**src/rtl/pack_pkg.sv**
```systemverilog
// Shared constants and helpers for the pixel stream packer.
package pack_pkg;

  localparam int PACK_ALIGNED = 0;
  localparam int PACK_DENSE   = 1;

  // Fill counter width; holds up to PACK_BIT+PIXEL_BIT = 1023.
  localparam int FILL_W = 10;

  typedef enum logic [1:0] {ST_IDLE, ST_ACC, ST_FLUSH2} pack_state_e;

  function automatic int clog2(input int v);
    int r;
    r = 0;
    for (int i = 0; i < 31; i++)
      if ((1 << i) < v) r = i + 1;
    return r;
  endfunction

  function automatic int pack_div(input int pix, input int pack);
    return pack / pix;
  endfunction

endpackage

```
**src/rtl/pack_out_reg.sv**
```systemverilog
// One-entry output slot: holds a packed word and its tags until downstream takes it.
module pack_out_reg #(
  parameter int DATA_W = 64,
  parameter int X_W    = 11,
  parameter int Y_W    = 11
) (
  input  logic              clk_i,
  input  logic              arst_i,
  input  logic              load_i,
  input  logic              ready_i,
  input  logic [DATA_W-1:0] data_i,
  input  logic [X_W-1:0]    x_i,
  input  logic [Y_W-1:0]    y_i,
  input  logic              sof_i,
  input  logic              eol_i,
  output logic              valid_o,
  output logic              slot_free_o,
  output logic [DATA_W-1:0] data_o,
  output logic [X_W-1:0]    x_o,
  output logic [Y_W-1:0]    y_o,
  output logic              sof_o,
  output logic              eol_o
);

  logic              valid_q;
  logic [DATA_W-1:0] data_q;
  logic [X_W-1:0]    x_q;
  logic [Y_W-1:0]    y_q;
  logic              sof_q, eol_q;

  always_ff @(posedge clk_i or posedge arst_i) begin
    if (arst_i) begin
      valid_q <= 1'b0;
      data_q  <= '0;
      x_q     <= '0;
      y_q     <= '0;
      sof_q   <= 1'b0;
      eol_q   <= 1'b0;
    end else if (load_i) begin
      valid_q <= 1'b1;
      data_q  <= data_i;
      x_q     <= x_i;
      y_q     <= y_i;
      sof_q   <= sof_i;
      eol_q   <= eol_i;
    end else if (ready_i) begin
      valid_q <= 1'b0;
    end
  end

  assign valid_o     = valid_q;
  assign slot_free_o = ~valid_q | ready_i;
  assign data_o      = data_q;
  assign x_o         = x_q;
  assign y_o         = y_q;
  assign sof_o       = sof_q;
  assign eol_o       = eol_q;

endmodule

```
**src/rtl/pixel_stream_packer.sv**
```systemverilog
// Packs one pixel per beat into wide words, aligned or bit-dense, with eol flush and x/y tags.
module pixel_stream_packer
  import pack_pkg::*;
#(
  parameter int PIXEL_BIT = 15,
  parameter int PACK_BIT  = 64,
  parameter int DENSE     = 0,
  parameter int X_WIDTH   = 11,
  parameter int Y_WIDTH   = 11
) (
  input  logic                 i_clk,
  input  logic                 i_arst,
  input  logic                 i_valid,
  output logic                 o_ready,
  input  logic [PIXEL_BIT-1:0] i_data,
  input  logic                 i_sof,
  input  logic                 i_eol,
  output logic                 o_valid,
  input  logic                 i_ready,
  output logic [PACK_BIT-1:0]  o_data,
  output logic [X_WIDTH-1:0]   o_x,
  output logic [Y_WIDTH-1:0]   o_y,
  output logic                 o_sof,
  output logic                 o_eol,
  output logic                 o_sof_err
);

  localparam int ACC_W     = PACK_BIT + PIXEL_BIT;
  localparam int DIV       = pack_div(PIXEL_BIT, PACK_BIT);
  localparam int WORD_FILL = (DENSE == PACK_DENSE) ? PACK_BIT : DIV * PIXEL_BIT;
  localparam logic [FILL_W-1:0] WORD_FILL_F = FILL_W'(WORD_FILL);
  localparam logic [FILL_W-1:0] PIX_F       = FILL_W'(PIXEL_BIT);

  if (PIXEL_BIT > PACK_BIT || PIXEL_BIT < 1) begin : g_bad_pixel
    $error("pixel_stream_packer: PIXEL_BIT must be 1..PACK_BIT");
  end
  if (clog2(ACC_W + 1) > FILL_W) begin : g_bad_fill
    $error("pixel_stream_packer: accumulator too wide for fill counter");
  end
  if (DENSE != PACK_ALIGNED && DENSE != PACK_DENSE) begin : g_bad_mode
    $error("pixel_stream_packer: DENSE must be 0 or 1");
  end

  pack_state_e          state_q, state_d;
  logic [ACC_W-1:0]     acc_q, acc_d;
  logic [FILL_W-1:0]    fill_q, fill_d;
  logic                 sof_pend_q, sof_pend_d;
  logic [X_WIDTH-1:0]   x_q, x_d;
  logic [Y_WIDTH-1:0]   y_q, y_d;
  logic                 rdy_q, sof_err_q;

  logic                 slot_free, accept, sof_acc, full;
  logic [ACC_W-1:0]     base_acc, ins;
  logic [FILL_W-1:0]    base_fill, new_fill, res_fill;
  logic                 ld, ld_sof, ld_eol;
  logic [PACK_BIT-1:0]  ld_data;
  logic [X_WIDTH-1:0]   ld_x;
  logic [Y_WIDTH-1:0]   ld_y;

  // Ready never looks at i_valid; it only depends on state and the output slot.
  assign o_ready   = rdy_q & (state_q != ST_FLUSH2) & slot_free;
  assign accept    = i_valid & o_ready;
  assign sof_acc   = accept & i_sof;
  assign base_fill = sof_acc ? '0 : fill_q;
  assign base_acc  = sof_acc ? '0 : acc_q;
  assign ins       = base_acc | (ACC_W'(i_data) << base_fill);
  assign new_fill  = base_fill + PIX_F;
  assign full      = new_fill >= WORD_FILL_F;
  assign res_fill  = new_fill - WORD_FILL_F;

  always_comb begin
    state_d    = state_q;
    acc_d      = acc_q;
    fill_d     = fill_q;
    sof_pend_d = sof_pend_q;
    x_d        = x_q;
    y_d        = y_q;
    ld         = 1'b0;
    ld_data    = ins[PACK_BIT-1:0];
    ld_x       = sof_acc ? '0 : x_q;
    ld_y       = sof_acc ? '0 : y_q;
    ld_sof     = sof_acc | sof_pend_q;
    ld_eol     = 1'b0;
    if (state_q == ST_FLUSH2) begin
      if (slot_free) begin
        ld      = 1'b1;
        ld_data = acc_q[PACK_BIT-1:0];
        ld_sof  = 1'b0;
        ld_eol  = 1'b1;
        acc_d   = '0;
        fill_d  = '0;
        x_d     = '0;
        y_d     = y_q + 1'b1;
        state_d = ST_IDLE;
      end
    end else if (accept) begin
      x_d = ld_x;
      y_d = ld_y;
      if (full) begin
        ld         = 1'b1;
        acc_d      = ins >> WORD_FILL;
        fill_d     = res_fill;
        sof_pend_d = 1'b0;
        x_d        = ld_x + 1'b1;
        if (i_eol && res_fill == '0) begin
          ld_eol = 1'b1;
          x_d    = '0;
          y_d    = ld_y + 1'b1;
        end
      end else if (i_eol) begin
        ld         = 1'b1;
        ld_eol     = 1'b1;
        acc_d      = '0;
        fill_d     = '0;
        sof_pend_d = 1'b0;
        x_d        = '0;
        y_d        = ld_y + 1'b1;
      end else begin
        acc_d      = ins;
        fill_d     = new_fill;
        sof_pend_d = sof_acc | sof_pend_q;
      end
      // A dense straddle at eol leaves a residual that needs its own word next cycle.
      if (full && i_eol && res_fill != '0) state_d = ST_FLUSH2;
      else state_d = (fill_d == '0) ? ST_IDLE : ST_ACC;
    end
  end

  always_ff @(posedge i_clk or posedge i_arst) begin
    if (i_arst) begin
      state_q    <= ST_IDLE;
      acc_q      <= '0;
      fill_q     <= '0;
      sof_pend_q <= 1'b0;
      x_q        <= '0;
      y_q        <= '0;
      rdy_q      <= 1'b0;
      sof_err_q  <= 1'b0;
    end else begin
      state_q    <= state_d;
      acc_q      <= acc_d;
      fill_q     <= fill_d;
      sof_pend_q <= sof_pend_d;
      x_q        <= x_d;
      y_q        <= y_d;
      rdy_q      <= 1'b1;
      sof_err_q  <= sof_acc & (fill_q != '0);
    end
  end

  assign o_sof_err = sof_err_q;

  pack_out_reg #(.DATA_W(PACK_BIT), .X_W(X_WIDTH), .Y_W(Y_WIDTH)) u_out (
    .clk_i       (i_clk),
    .arst_i      (i_arst),
    .load_i      (ld),
    .ready_i     (i_ready),
    .data_i      (ld_data),
    .x_i         (ld_x),
    .y_i         (ld_y),
    .sof_i       (ld_sof),
    .eol_i       (ld_eol),
    .valid_o     (o_valid),
    .slot_free_o (slot_free),
    .data_o      (o_data),
    .x_o         (o_x),
    .y_o         (o_y),
    .sof_o       (o_sof),
    .eol_o       (o_eol)
  );

endmodule

```
**config.mk**
```make
export PLATFORM = sky130hd
export DESIGN_NAME = pixel_stream_packer
export DESIGN_NICKNAME = d
export VERILOG_FILES = /design/src/rtl/pack_pkg.sv /design/src/rtl/pack_out_reg.sv /design/src/rtl/pixel_stream_packer.sv
export SDC_FILE = /design/constraint.sdc
export NUM_CORES = 1
export LEC_CHECK = 0
export ABC_AREA = 1
export BUFFER_PORTS_ARGS = -buffer_cell sky130_fd_sc_hd__buf_2
export CAP_MARGIN = 10
export CORE_UTILIZATION = 50
export CTS_CLUSTER_DIAMETER = 100
export DETAILED_ROUTE_END_ITERATION = 8
export HOLD_SLACK_MARGIN = 0.12
export PLACE_DENSITY = 0.69
export SYNTH_ARGS = -nofsm -noshare
export SYNTH_HDL_FRONTEND = slang
export SYNTH_SLANG_ARGS = --single-unit
```
**constraint.sdc**
```tcl
create_clock -name i_clk -period 20.8 [get_ports i_clk]
set_input_delay 3.12 -clock i_clk [delete_from_list [all_inputs] [get_ports i_clk]]
set_output_delay 3.12 -clock i_clk [all_outputs]
set_load 0.03 [all_outputs]
```
==> impl_results.md <==
* Pre-antenna DRT Iters at 6
* Synth Flop Type: dfrtp_1
* Core Footprint at 23,680 um^2
* Mean routed wirelength per cell at 17.10 um
* CTS tree: built
* FILL cells at 2,343
* Post-Layout Inst Area at 13,670 um^2
* Layout Nets at between 1,500 and 2,000
* Total track usage at 0.2977
* Setup CP Type: input pin to flip-flop
* DRT iter0 DRCs at 1,225
* Avg Synthesized Cell Area at roughly 6.9 um^2
* Largest area contributor in the netlist: dfrtp_1
* Area Overhead vs Synth at 11.97%
* Hold crit path type: flip-flop to flip-flop
* Worst EP arrival at 8.33 ns
* Critical R2R Capture: acc_q[21]
* DR vias at between 10,000 and 15,000
* Synth Cell Area at 12,200 um^2
* CTS root buffer: clkbuf_16
* FF-to-FF path depth at 22
* Synth top area share at 0.4203
* Slew Limit Fails at 0
* Syn_nets at 1,787
* Slew headroom at 0.2635
* Layout cell share with drive strength beyond 1 at 0.1071
* Max Clk Rate at 126.5 MHz
* Hold Buf Count CTS at 0
* VDD IR max at 0.1025 mV
* R2r setup slk at 15.18 ns
* Lkg Pwr at 6.871 nW
* Max Cap Violations at 0
* Worst setup path startpoint: i_ready
* Combinational Power Share at 0.552
* Final WS setup at 12.89 ns
* Remaining DRCs at 0
* Pin count of the biggest net entering global routing at between 90 and 100
* Final setup skew at 0.02285 ns
* Sw frac at 0.5140
* Pwr/cell area at 171.6 nW/um^2
* Clock Power Share at 0.199
* Setup violators final at 0
* Status: finished, final reports clean
* Clk_lat worst skew at 0.54 ns
* Setup TNS at 0 ns
* Post-synthesis async set-or-reset flop share at 1.000
* Clk sinks at 205
* Crit end category: flip-flop
* Final period util at 0.3801
* Syn Inst Count at 1,760
* Final Power at 2.345 mW
* Initial core utilization at 0.5153
* Flops & latches, synth at 205
* Initial antenna violation count at 1
* Post-cts gate resize count at 0
* I/O Pins at 112
* Via density at 5.602
* Synth warnings at 0
* Tmin final at 7.906 ns
* Die H at 158.2 um
* Deepest clock path buffer count at 3
* Count leader, synth: nand2_1
* Seq pwr share at 0.248
* Synth unique cells at 44
* Die width at 158.2 um
* Post-CTS setup buffer count at 0
* P_int at 1.140 mW
* Die area at between 20,000 and 30,000 um^2
* Register area share after synthesis at 0.4203
* Final WL at 36.62 mm
* Htree depth at 1
* Synth cell count leaders: 683 x nand2_1, 205 x dfrtp_1, 164 x o21ai_0, 142 x inv_1, 117 x nand3_1
* Startpoint types: input pin
* CP max FO at 75
* GRT Residual Overflow at 0
* Final Hold Fails at 0
* Unrepaired setup endpoints after global routing: false
* EDFF count, synth at 0
* Dpl cell area at 12,790 um^2
* Hpwl dp at 24.83 mm
* Vias in the first global route at 11,180
* RD Place Congestion at 1.001
* First-pass GRT wire length at 58.77 mm
* Sw Pwr at around 1.2 mW
* Worst Setup EP: acc_q[21]
* Buffers on Ports at 111
* FP Rows at 56
* Post-route ant nets at 0
* Worst-Margin Slew at between 1 and 1.5 ns
* Critical Path RT at 21.22 ns
* Area contributors post-synth: dfrtp_1 42%, nand2_1 21%, o21ai_0 6.7%
* Pre-CTS WS at 12.49 ns
* FF-to-FF Start: state_q[1]
* CTS Buf Count at 24
* Clk slew on worst S/H paths at 0.06 ns
==> layout by cell type (no fill, tap or decap), drive strengths merged, types with 2 or more instances in the layout <==
master and instances:
bufinv 6, o221ai 2, nor2 96, o211ai 57
clkinv 5, or2 2, nand3 119, a21oi 26
o32ai 3, clkbuf 31, xnor2 3, a22oi 9
o22ai 29, nor4 4, ha 6, o21ai 195
inv 152, buf 123, nand4 21, xor2 13
dfrtp 205, nand2 691, nor3 9, a22o 8
==> worst min-delay path by stage <==
stage                  start       endpoint  depth (start not counted)
2_1_floorplan         y_q[4]         y_q[4]                          2
3_3_place_gp   u_out.x_o[10]  u_out.x_o[10]                          2
3_5_place_dp   u_out.x_o[10]  u_out.x_o[10]                          2
4_1_cts        u_out.x_o[10]  u_out.x_o[10]                          2
5_1_grt            acc_q[77]      acc_q[77]                          2
6_report       u_out.x_o[10]  u_out.x_o[10]                          2
==> cell type report <==
type | instances | area [um^2] | share of cell area
clock inverter | 8 | 201.4 | 0.01474
timing repair buffer | 123 | 645.6 | 0.04724
tap | 319 | 399.1 | 0.02921
clock buffer | 31 | 666.9 | 0.04880
multi-input combinational | 1299 | 6027 | 0.4410
inverter | 155 | 593.1 | 0.04340
sequential | 205 | 5130 | 0.3754
antenna | 1 | 2.502 | 0.0001831
==> critical path, cell delays in order <==
cell     delay, ns
buf_2         0.09
inv_1         0.04
nand2_1       0.13
nand4_4       0.13
buf_4         0.60
nand2_2       0.62
inv_2         0.64
nand4_2       0.21
xor2_1        0.33
nand3_1       0.73
nor2_1        0.36
nand2_1       0.22
inv_2         0.08
buf_4         0.62
nand2_1       0.11
o21ai_0       0.11
==> power groups by stage <==
stage	clock (mW)	combinational, mW	sequential (mW)
CTS	0.473	1.28	0.582
floorplan	0	0.834	0.683
global route	0.491	1.43	0.595
finish	0.467	1.30	0.582
detailed placement	0	1.28	0.587
global placement	0	1.27	0.584
==> per-layer routing <==
metal / GRT usage / share of wire / wire length, um
met5: 0 / 0 / 0
met1: 0.4035 / 0.44 / 16160
met4: 0.1126 / 0.033 / 1208
met3: 0.04051 / 0.058 / 2126
met2: 0.4825 / 0.47 / 17130
==> sequential cells by signal (all words and copies together), names as in the netlist <==
signal         cells
u_out.valid_o      1
u_out.x_o         11
u_out.data_o      64
rdy_q              1
state_q            2
u_out.y_o         11
acc_q             79
fill_q            10
x_q               11
y_q               11
sof_pend_q         1
o_sof_err          1
u_out.sof_o        1
u_out.eol_o        1
==> through the flow <==
step / cells / utilization / hold WS, ns
after floorplan: 1760 / - / 0.4488
after global placement: 2101 / 0.5403 / 0.4533
after detailed placement: 2101 / 0.5403 / 0.4590
after CTS: 2140 / 0.5769 / 0.4737
after global routing: 2140 / 0.5769 / 0.5041
final: 2141 / 0.5770 / 0.4680
==> cells by family after synthesis <==
logic type / count (synthesis) / synth area share
fa+ha+maj: 6 / 0.006151
simple gates: 943 / 0.3159
buf+inv: 256 / 0.08704
compound gates: 333 / 0.1588
other cells: 1 / 0.0003073
xor+xnor: 16 / 0.01148
flops: 205 / 0.4203
Power figures use the tool's default switching activity.
